==> src/rtl/rightshift.sv <==
// rightshift: sequential 32-bit logical/arithmetic right shifter.
// Shifts one bit position per clock. A request on ctrl is accepted only
// while idle; the result appears on out with a one-cycle out_en pulse.
//
// Ports:
//   clk    in   clock, rising edge
//   rst    in   synchronous active-high reset
//   a      in   [31:0] operand
//   b      in   [4:0]  shift amount
//   ctrl   in   [4:0]  opcode (SRL_OP / SRA_OP start an operation)
//   busy   out  high while shifting (decoded from state)
//   out_en out  one-cycle pulse when out is updated
//   out    out  [31:0] registered result
module rightshift #(
  parameter logic [4:0] SRL_OP = 5'd1,
  parameter logic [4:0] SRA_OP = 5'd2
) (
  input  logic        clk,
  input  logic        rst,
  input  logic [31:0] a,
  input  logic [4:0]  b,
  input  logic [4:0]  ctrl,
  output logic        busy,
  output logic        out_en,
  output logic [31:0] out
);

  localparam int unsigned DW = 32;
  localparam int unsigned SW = 5;

  typedef enum logic {
    IDLE  = 1'b0,
    SHIFT = 1'b1
  } state_e;

  state_e          state_q, state_d;
  logic [DW-1:0]   shreg_q, shreg_d;
  logic [SW-1:0]   cnt_q, cnt_d;
  logic            arith_q, arith_d;
  logic [DW-1:0]   out_q, out_d;
  logic            out_en_q, out_en_d;

  // State and datapath registers
  always_ff @(posedge clk) begin
    if (rst) begin
      state_q  <= IDLE;
      shreg_q  <= '0;
      cnt_q    <= '0;
      arith_q  <= 1'b0;
      out_q    <= '0;
      out_en_q <= 1'b0;
    end else begin
      state_q  <= state_d;
      shreg_q  <= shreg_d;
      cnt_q    <= cnt_d;
      arith_q  <= arith_d;
      out_q    <= out_d;
      out_en_q <= out_en_d;
    end
  end

  // Next-state and datapath update
  always_comb begin
    state_d  = state_q;
    shreg_d  = shreg_q;
    cnt_d    = cnt_q;
    arith_d  = arith_q;
    out_d    = out_q;
    out_en_d = 1'b0;

    case (state_q)
      IDLE: begin
        if ((ctrl == SRL_OP) || (ctrl == SRA_OP)) begin
          shreg_d = a;
          cnt_d   = b;
          arith_d = (ctrl == SRA_OP);
          state_d = SHIFT;
        end
      end
      SHIFT: begin
        if (cnt_q != '0) begin
          // Sign bit is replicated only for arithmetic shifts
          shreg_d = {shreg_q[DW-1] & arith_q, shreg_q[DW-1:1]};
          cnt_d   = cnt_q - SW'(1);
        end else begin
          out_d    = shreg_q;
          out_en_d = 1'b1;
          state_d  = IDLE;
        end
      end
      default: state_d = IDLE;
    endcase
  end

  assign busy   = (state_q == SHIFT);
  assign out_en = out_en_q;
  assign out    = out_q;

endmodule
==> config.mk <==
export PLATFORM = sky130hd
export DESIGN_NAME = rightshift
export DESIGN_NICKNAME = d
export VERILOG_FILES = /design/src/rtl/rightshift.sv
export SDC_FILE = /design/constraint.sdc
export NUM_CORES = 1
export LEC_CHECK = 0
export ABC_AREA = 1
export BUFFER_PORTS_ARGS = -buffer_cell sky130_fd_sc_hd__clkbuf_2
export CAP_MARGIN = 30
export CORE_MARGIN = 5
export CORE_UTILIZATION = 52
export DETAILED_ROUTE_END_ITERATION = 8
export HOLD_SLACK_MARGIN = 0.08
export PLACE_DENSITY = 0.77
export SLEW_MARGIN = 20
export SYNTH_ARGS = -nofsm -noshare
export SYNTH_HDL_FRONTEND = slang
export SYNTH_SLANG_ARGS = --single-unit
==> constraint.sdc <==
create_clock -name clk -period 1.7 [get_ports clk]
set_input_delay 0.34 -clock clk [delete_from_list [all_inputs] [get_ports clk]]
set_output_delay 0.34 -clock clk [all_outputs]
set_load 0.05 [all_outputs]
==> impl_metrics.json, run 1 <==
{
  "post-route-util": 0.631,
  "tightest_slew_ns": 0.361,
  "status": "complete, no violations",
  "rr_startpoint": "cnt_q[0]",
  "critPathRequiredTime_ns": 1.93,
  "ys_seq_area_frac": 0.468,
  "holdCritPathClass": "input pin to flop",
  "gp_congestion": 0.790,
  "wl_per_cell_um": 12.4,
  "clock_latency_ns": 0.34,
  "rsz0062_at_grt": "no",
  "gr-total-overflow": 0,
  "wl_met3_um": 460,
  "finalSetupTns_ns": 0,
  "ioPinCount": 78,
  "powerDensity_nw_per_um2": 865,
  "grt_max_degree": 39,
  "antenna_found_initial": 0,
  "p_total_mw": 3.19,
  "critPathCapture": "out[0]",
  "fin_crit_ns": 1.55,
  "wl_met1_um": 3390,
  "min_from": "ctrl[1]",
  "critPathMaxFanout": 32,
  "start_util": 0.526,
  "vias_per_cell": 4.95,
  "max_stage_delay_ns": 0.33,
  "crit_path_end_kind": "flop",
  "rr_worst_depth": 8,
  "grt_pass1_vias": 2859,
  "final_nets": 567,
  "synth_area_leaders": "dfxtp_1, nand2_1, nand3_1, o21ai_0, inv_1",
  "finalMaxSlewViolations": 0,
  "drt_iter0_markers": 180,
  "startpoint_type": "flop",
  "grt_pass1_wl_um": 12600,
  "fp.dieArea_um2": 7560,
  "vias": 2977,
  "numCtsBuffers": 9,
  "fmax_mhz": 646,
  "crit_type": "flop to flop",
  "hpwl_um": 5150,
  "crit_chain": "inv_1, ha_1, nand3_2, nor2_2, inv_1, buf_4, nor2_1, nor2_1",
  "setup_viol": 0,
  "post-route-period-util": 0.911,
  "drive_gt1_frac": 0.211,
  "irDropWorstVdd_mv": 0.462,
  "highest_layer": "met4",
  "synth_top_cell_by_area": "dfxtp_1",
  "grt_usage": 0.206,
  "clockBufferDepth": 2,
  "die_x_um": 86.9,
  "hold_viol_final": 0,
  "htree_levels": 3,
  "antenna_cells": 0,
  "synth_cell_types": 19,
  "clock_skew_ns": 0.00384,
  "post_synth.cell_area_avg_um2": 6.84,
  "port_buffers": 77,
  "layout.cells.non_filler": 601,
  "cts_tree": "done",
  "coreArea_um2": 5850,
  "syn_area_um2": 3080,
  "cts.sinks": 72,
  "maxSlewHeadroom": 0.759,
  "slowest_stage": "dfxtp_1",
  "max_cap_violations": 0,
  "drc": 0,
  "yosysTopAreaCellShare": 0.468,
  "regToRegSetupSlack_ns": 0.15,
  "crit_start": "cnt_q[0]",
  "drtPass1Iterations": 4,
  "synth_cells": 450,
  "clkTransAtPathRegs_ns": 0.07,
  "dp.cells": 586,
  "synth-seq-cells": 72,
  "routed_wl_um": 7480,
  "ant_nets": 0,
  "arrival_ns": 1.77,
  "fill_cells": 545,
  "holdBufCountCts": 0,
  "cts-root-buf": "clkbuf_8",
  "wl_met2_um": 3550,
  "synth_nets": 495,
  "rows": 28,
  "synth_warnings": 0,
  "dieHeight_um": 86.9,
  "worst_r2r_endpoint": "out[0]",
  "area_delta_synth_final_pct": 20.0,
  "p_leak_nw": 2.00,
  "holdWs_ns": 0.287
}
==> worst max-delay path, delay by kind of cell (launching register included) <==
kind / cells / cell delay [ns]
adder cells (fa/ha/maj): 1 / 0.23
buffers and inverters: 3 / 0.39
flip-flops: 1 / 0.33
AND/OR/NAND/NOR: 4 / 0.50
==> what timing repair did <==
action                                  4_1_cts  5_1_grt
resized for setup                             0        2
endpoints found under the setup margin        0       24
setup buffers                                 0        0
==> layer usage <==
layer  GRT usage  up-vias
met5           0        -
met4       0.102        0
met3      0.0322        7
met2       0.342      100
met1       0.261     1321
li1            -     1549
==> cell usage after synthesis (all sizes together) <==
library cell and instances:
dfxtp 72, nand2 230, buf 22, a21oi 2, nor2 9, o21ai 18
nand3 70, ha 1, inv 22, clkbuf 4
==> cell type report <==
type / instances / area, µm² / share of cell area
clock buffer: 12 / 155 / 0.0420
sequential: 72 / 1440 / 0.390
inverter: 22 / 85.1 / 0.0230
tap: 75 / 93.8 / 0.0254
clock inverter: 3 / 17.5 / 0.00474
timing repair buffer: 87 / 500 / 0.136
multi-input combinational: 330 / 1400 / 0.379
==> per-stage QoR <==
step           worst slack, ns  area [µm²]
2_1_floorplan            0.181        3080
5_1_grt                 0.0218        3690
3_5_place_dp            0.0605        3520
3_3_place_gp             0.121        3520
4_1_cts                 0.0257        3690
6_report                 0.152        3690
==> report_power, final <==
part | switching (mW) | leakage [nW] | internal [mW]
logic | 0.157 | 1.33 | 0.104
registers | 0.0183 | 0.581 | 1.71
clock network | 0.605 | 0.0882 | 0.597
total | 0.780 | 2.00 | 2.41
==> sequential cells by signal (all words and copies together) (netlist names) <==
name / flops
arith_q: 1
busy: 1
cnt_q: 5
out: 32
out_en: 1
shreg_q: 32
==> cells by family (layout without fill, tap and decap cells) <==
kind of cell | count (synthesis) | count (layout) | share of synthesized area
simple gates | 309 | 309 | 0.418
flops | 72 | 72 | 0.468
fa+ha+maj | 1 | 1 | 0.00407
buf+inv | 48 | 124 | 0.0769
compound gates | 20 | 20 | 0.0325
==> worst min path at each step <==
stage,depth (start not counted),end,slack (ns)
5_1_grt,3,arith_q,0.31
3_3_place_gp,2,shreg_q[28],0.43
3_5_place_dp,2,shreg_q[4],0.43
4_1_cts,3,arith_q,0.28
2_1_floorplan,1,arith_q,0.41
6_report,3,arith_q,0.29
==> cell usage in the layout (no fill, tap or decap) <==
cell type,synthesis,final
a21oi_1,2,2
buf_12,0,3
buf_4,1,8
clkbuf_1,4,1
clkbuf_2,0,76
clkbuf_8,0,11
clkinv_2,0,2
clkinvlp_4,0,1
dfxtp_1,72,72
ha_1,1,1
inv_1,20,19
inv_2,2,2
inv_4,0,1
nand2_1,227,227
nand2_2,2,2
nand2_4,1,1
nand3_1,69,69
nand3_2,1,1
nor2_1,6,6
nor2_2,2,2
nor2_8,1,1
o21ai_0,18,18
(Power assumes the default switching activity.)
==> inputs of run 2 (changes only) <==
ABC_AREA = default   (was 1)
PLACE_DENSITY = 0.78   (was 0.77)
==> impl_metrics.json, run 2 <==
{
  "holdPathStages": 3,
  "crit_path_end_kind": "flop",
  "yosysTopAreaCellShare": 0.482,
  "maxSlewHeadroom": 0.661,
  "syn_area_um2": 2990,
  "start_util": 0.540,
  "ant_nets": 0,
  "antenna_cells": 0,
  "cts-root-buf": "clkbuf_8",
  "grt_pass1_vias": 2549,
  "rows": 27,
  "antenna_found_initial": 0,
  "dieHeight_um": 85.8,
  "rsz0062_at_grt": "yes",
  "fin_crit_ns": 1.82,
  "crit_type": "flop to flop",
  "post-route-period-util": 1.07,
  "drive_gt1_frac": 0.398,
  "holdPathEnd": "shreg_q[31]",
  "htree_levels": 3,
  "ys_async_sr_fraction": 0,
  "port_buffers": 77,
  "clock_latency_ns": 0.34,
  "synth.most_common_cell": "dfxtp_1",
  "rr_startpoint": "cnt_q[1]",
  "max_cap_violations": 0,
  "synth_cells": 337,
  "synth-seq-cells": 72,
  "clock_skew_ns": 0.00521,
  "ys.flop_type": "dfxtp_1",
  "coreArea_um2": 5540,
  "critPathMaxFanout": 22,
  "synth_warnings": 0,
  "fill_cells": 432,
  "tightest_slew_ns": 0.509,
  "finalWorstSetupSlack_ns": -0.117,
  "drc": 0,
  "slowest_stage": "or4b_4",
  "holdBufCountCts": 0,
  "drtPass1Iterations": 4,
  "gr-total-overflow": 0,
  "p_leak_nw": 1.48,
  "synth_area_leaders": "dfxtp_1, mux2i_1, nand2_1, a21oi_1, a211oi_1",
  "grt_max_degree": 50,
  "yosys-top-cells-count": "dfxtp_1, nand2_1, a21oi_1",
  "regToRegSetupSlack_ns": -0.12,
  "status": "finished, violations left",
  "violations": "negative setup slack",
  "rr_worst_depth": 7,
  "numCtsBuffers": 9,
  "arrival_ns": 2.04,
  "final_cell_mix": "clkbuf_2, nand2_1, dfxtp_1, a21oi_1, mux2i_1",
  "vias": 2654,
  "vias_per_cell": 5.37,
  "final_common_cell": "clkbuf_2",
  "fin_area_um2": 3990,
  "ioPinCount": 78,
  "cts_tree": "done",
  "hpwl_um": 4630,
  "critPathRequiredTime_ns": 1.92,
  "post_synth.cell_area_avg_um2": 8.87,
  "holdWs_ns": 0.263,
  "finalMaxSlewViolations": 0,
  "crit_chain": "inv_2, ha_4, or4b_4, a22o_4, buf_12, nor2_1, a211oi_2",
  "fp.dieArea_um2": 7360,
  "ys_seq_area_frac": 0.482,
  "drt_iter0_markers": 102,
  "fmax_mhz": 550,
  "synth_nets": 382,
  "clkTransAtPathRegs_ns": 0.07,
  "powerDensity_nw_per_um2": 883,
  "synth_edf_count": 0,
  "area_delta_synth_final_pct": 33.4,
  "final_nets": 464,
  "met1_usage": 0.251,
  "clockBufferDepth": 2,
  "min_from": "a[31]",
  "busiest_layer": "met2",
  "cts.sinks": 72,
  "grt_usage": 0.191,
  "setup_viol": 32,
  "holdCritPathClass": "input pin to flop",
  "wl_per_cell_um": 14.5,
  "place_area_um2": 3570,
  "startpoint_type": "flop",
  "routed_wl_um": 7180,
  "grt_pass1_wl_um": 11400,
  "synth_top_cell_by_area": "dfxtp_1",
  "irDropWorstVdd_mv": 0.628,
  "met2_usage": 0.308,
  "gp_congestion": 0.799,
  "hold_viol_final": 0,
  "die_x_um": 85.8,
  "max_stage_delay_ns": 0.46,
  "worst_r2r_endpoint": "shreg_q[10]",
  "grt_use_met3": 0.0519,
  "synth_cell_types": 30
}
==> run 2: routing by layer <==
metal  vias up  wire length [µm]
met4         0                73
met5         -                 0
met1      1251              3370
met3         8               387
li1       1325                 -
met2        70              3350
==> run 2: through the flow <==
| step | util | cells | power, mW | setup WS, ns | setup TNS [ns] |
|---|---|---|---|---|---|
| floorplan | - | 337 | 2.01 | -0.0837 | -1.11 |
| global placement | 0.644 | 477 | 2.13 | -0.0197 | -0.0366 |
| detailed placement | 0.644 | 477 | 2.14 | -0.0561 | -0.877 |
| CTS | 0.690 | 491 | 3.50 | -0.0389 | -0.532 |
| global route | 0.720 | 494 | 3.67 | -0.157 | -3.56 |
| finish | 0.720 | 494 | 3.52 | -0.117 | -1.38 |
==> run 2: cell families after synthesis <==
| logic type | Yosys count | synth area share |
|---|---|---|
| and+or+nand+nor | 117 | 0.163 |
| AOI/OAI and AO/OA | 82 | 0.190 |
| DFF | 72 | 0.482 |
| buffers and inverters | 32 | 0.0502 |
| muxes | 32 | 0.107 |
| xor gates and xnor gates | 1 | 0.00293 |
| adders and majority gates | 1 | 0.00419 |
==> run 2: final cells by class <==
| class | count | area, µm² | share of cell area |
|---|---|---|---|
| clock buffers | 11 | 151 | 0.0380 |
| flip-flops and latches | 72 | 1450 | 0.362 |
| repair buffers | 99 | 653 | 0.164 |
| inverters | 4 | 15.0 | 0.00376 |
| multi-input cells | 233 | 1590 | 0.399 |
| clock inverters | 3 | 42.5 | 0.0107 |
| well taps | 72 | 90.1 | 0.0226 |
==> run 2: report_power, final <==
part	total (mW)	switching, mW	internal [mW]
combinational	0.396	0.211	0.185
sequential	1.78	0.0418	1.73
clock	1.35	0.609	0.740
==> run 2: worst max-delay path, delay by kind of cell (launching register included) <==
kind | cells | cell delay (ns)
and+or+nand+nor | 2 | 0.62
adders and majority gates | 1 | 0.13
buffers and inverters | 2 | 0.25
DFF | 1 | 0.33
AOI/OAI and AO/OA | 2 | 0.36
==> run 2: how the worst max path moves through the flow <==
stage / startpoint / endpoint / depth (start not counted) / slack [ns]
after CTS: cnt_q[1] / shreg_q[3] / 7 / -0.04
final: cnt_q[1] / shreg_q[10] / 7 / -0.12
after global routing: cnt_q[1] / shreg_q[10] / 7 / -0.16
after detailed placement: cnt_q[1] / shreg_q[15] / 6 / -0.06
after global placement: cnt_q[1] / shreg_q[0] / 7 / -0.02
after floorplan: cnt_q[0] / cnt_q[1] / 8 / -0.08
==> run 2: what timing repair did <==
action / in CTS / in global routing
cloned: 0 / 3
resized for setup: 18 / 28
pin swaps: 0 / 2
endpoints found under the setup margin: 33 / 36
buffers inserted: 0 / 0
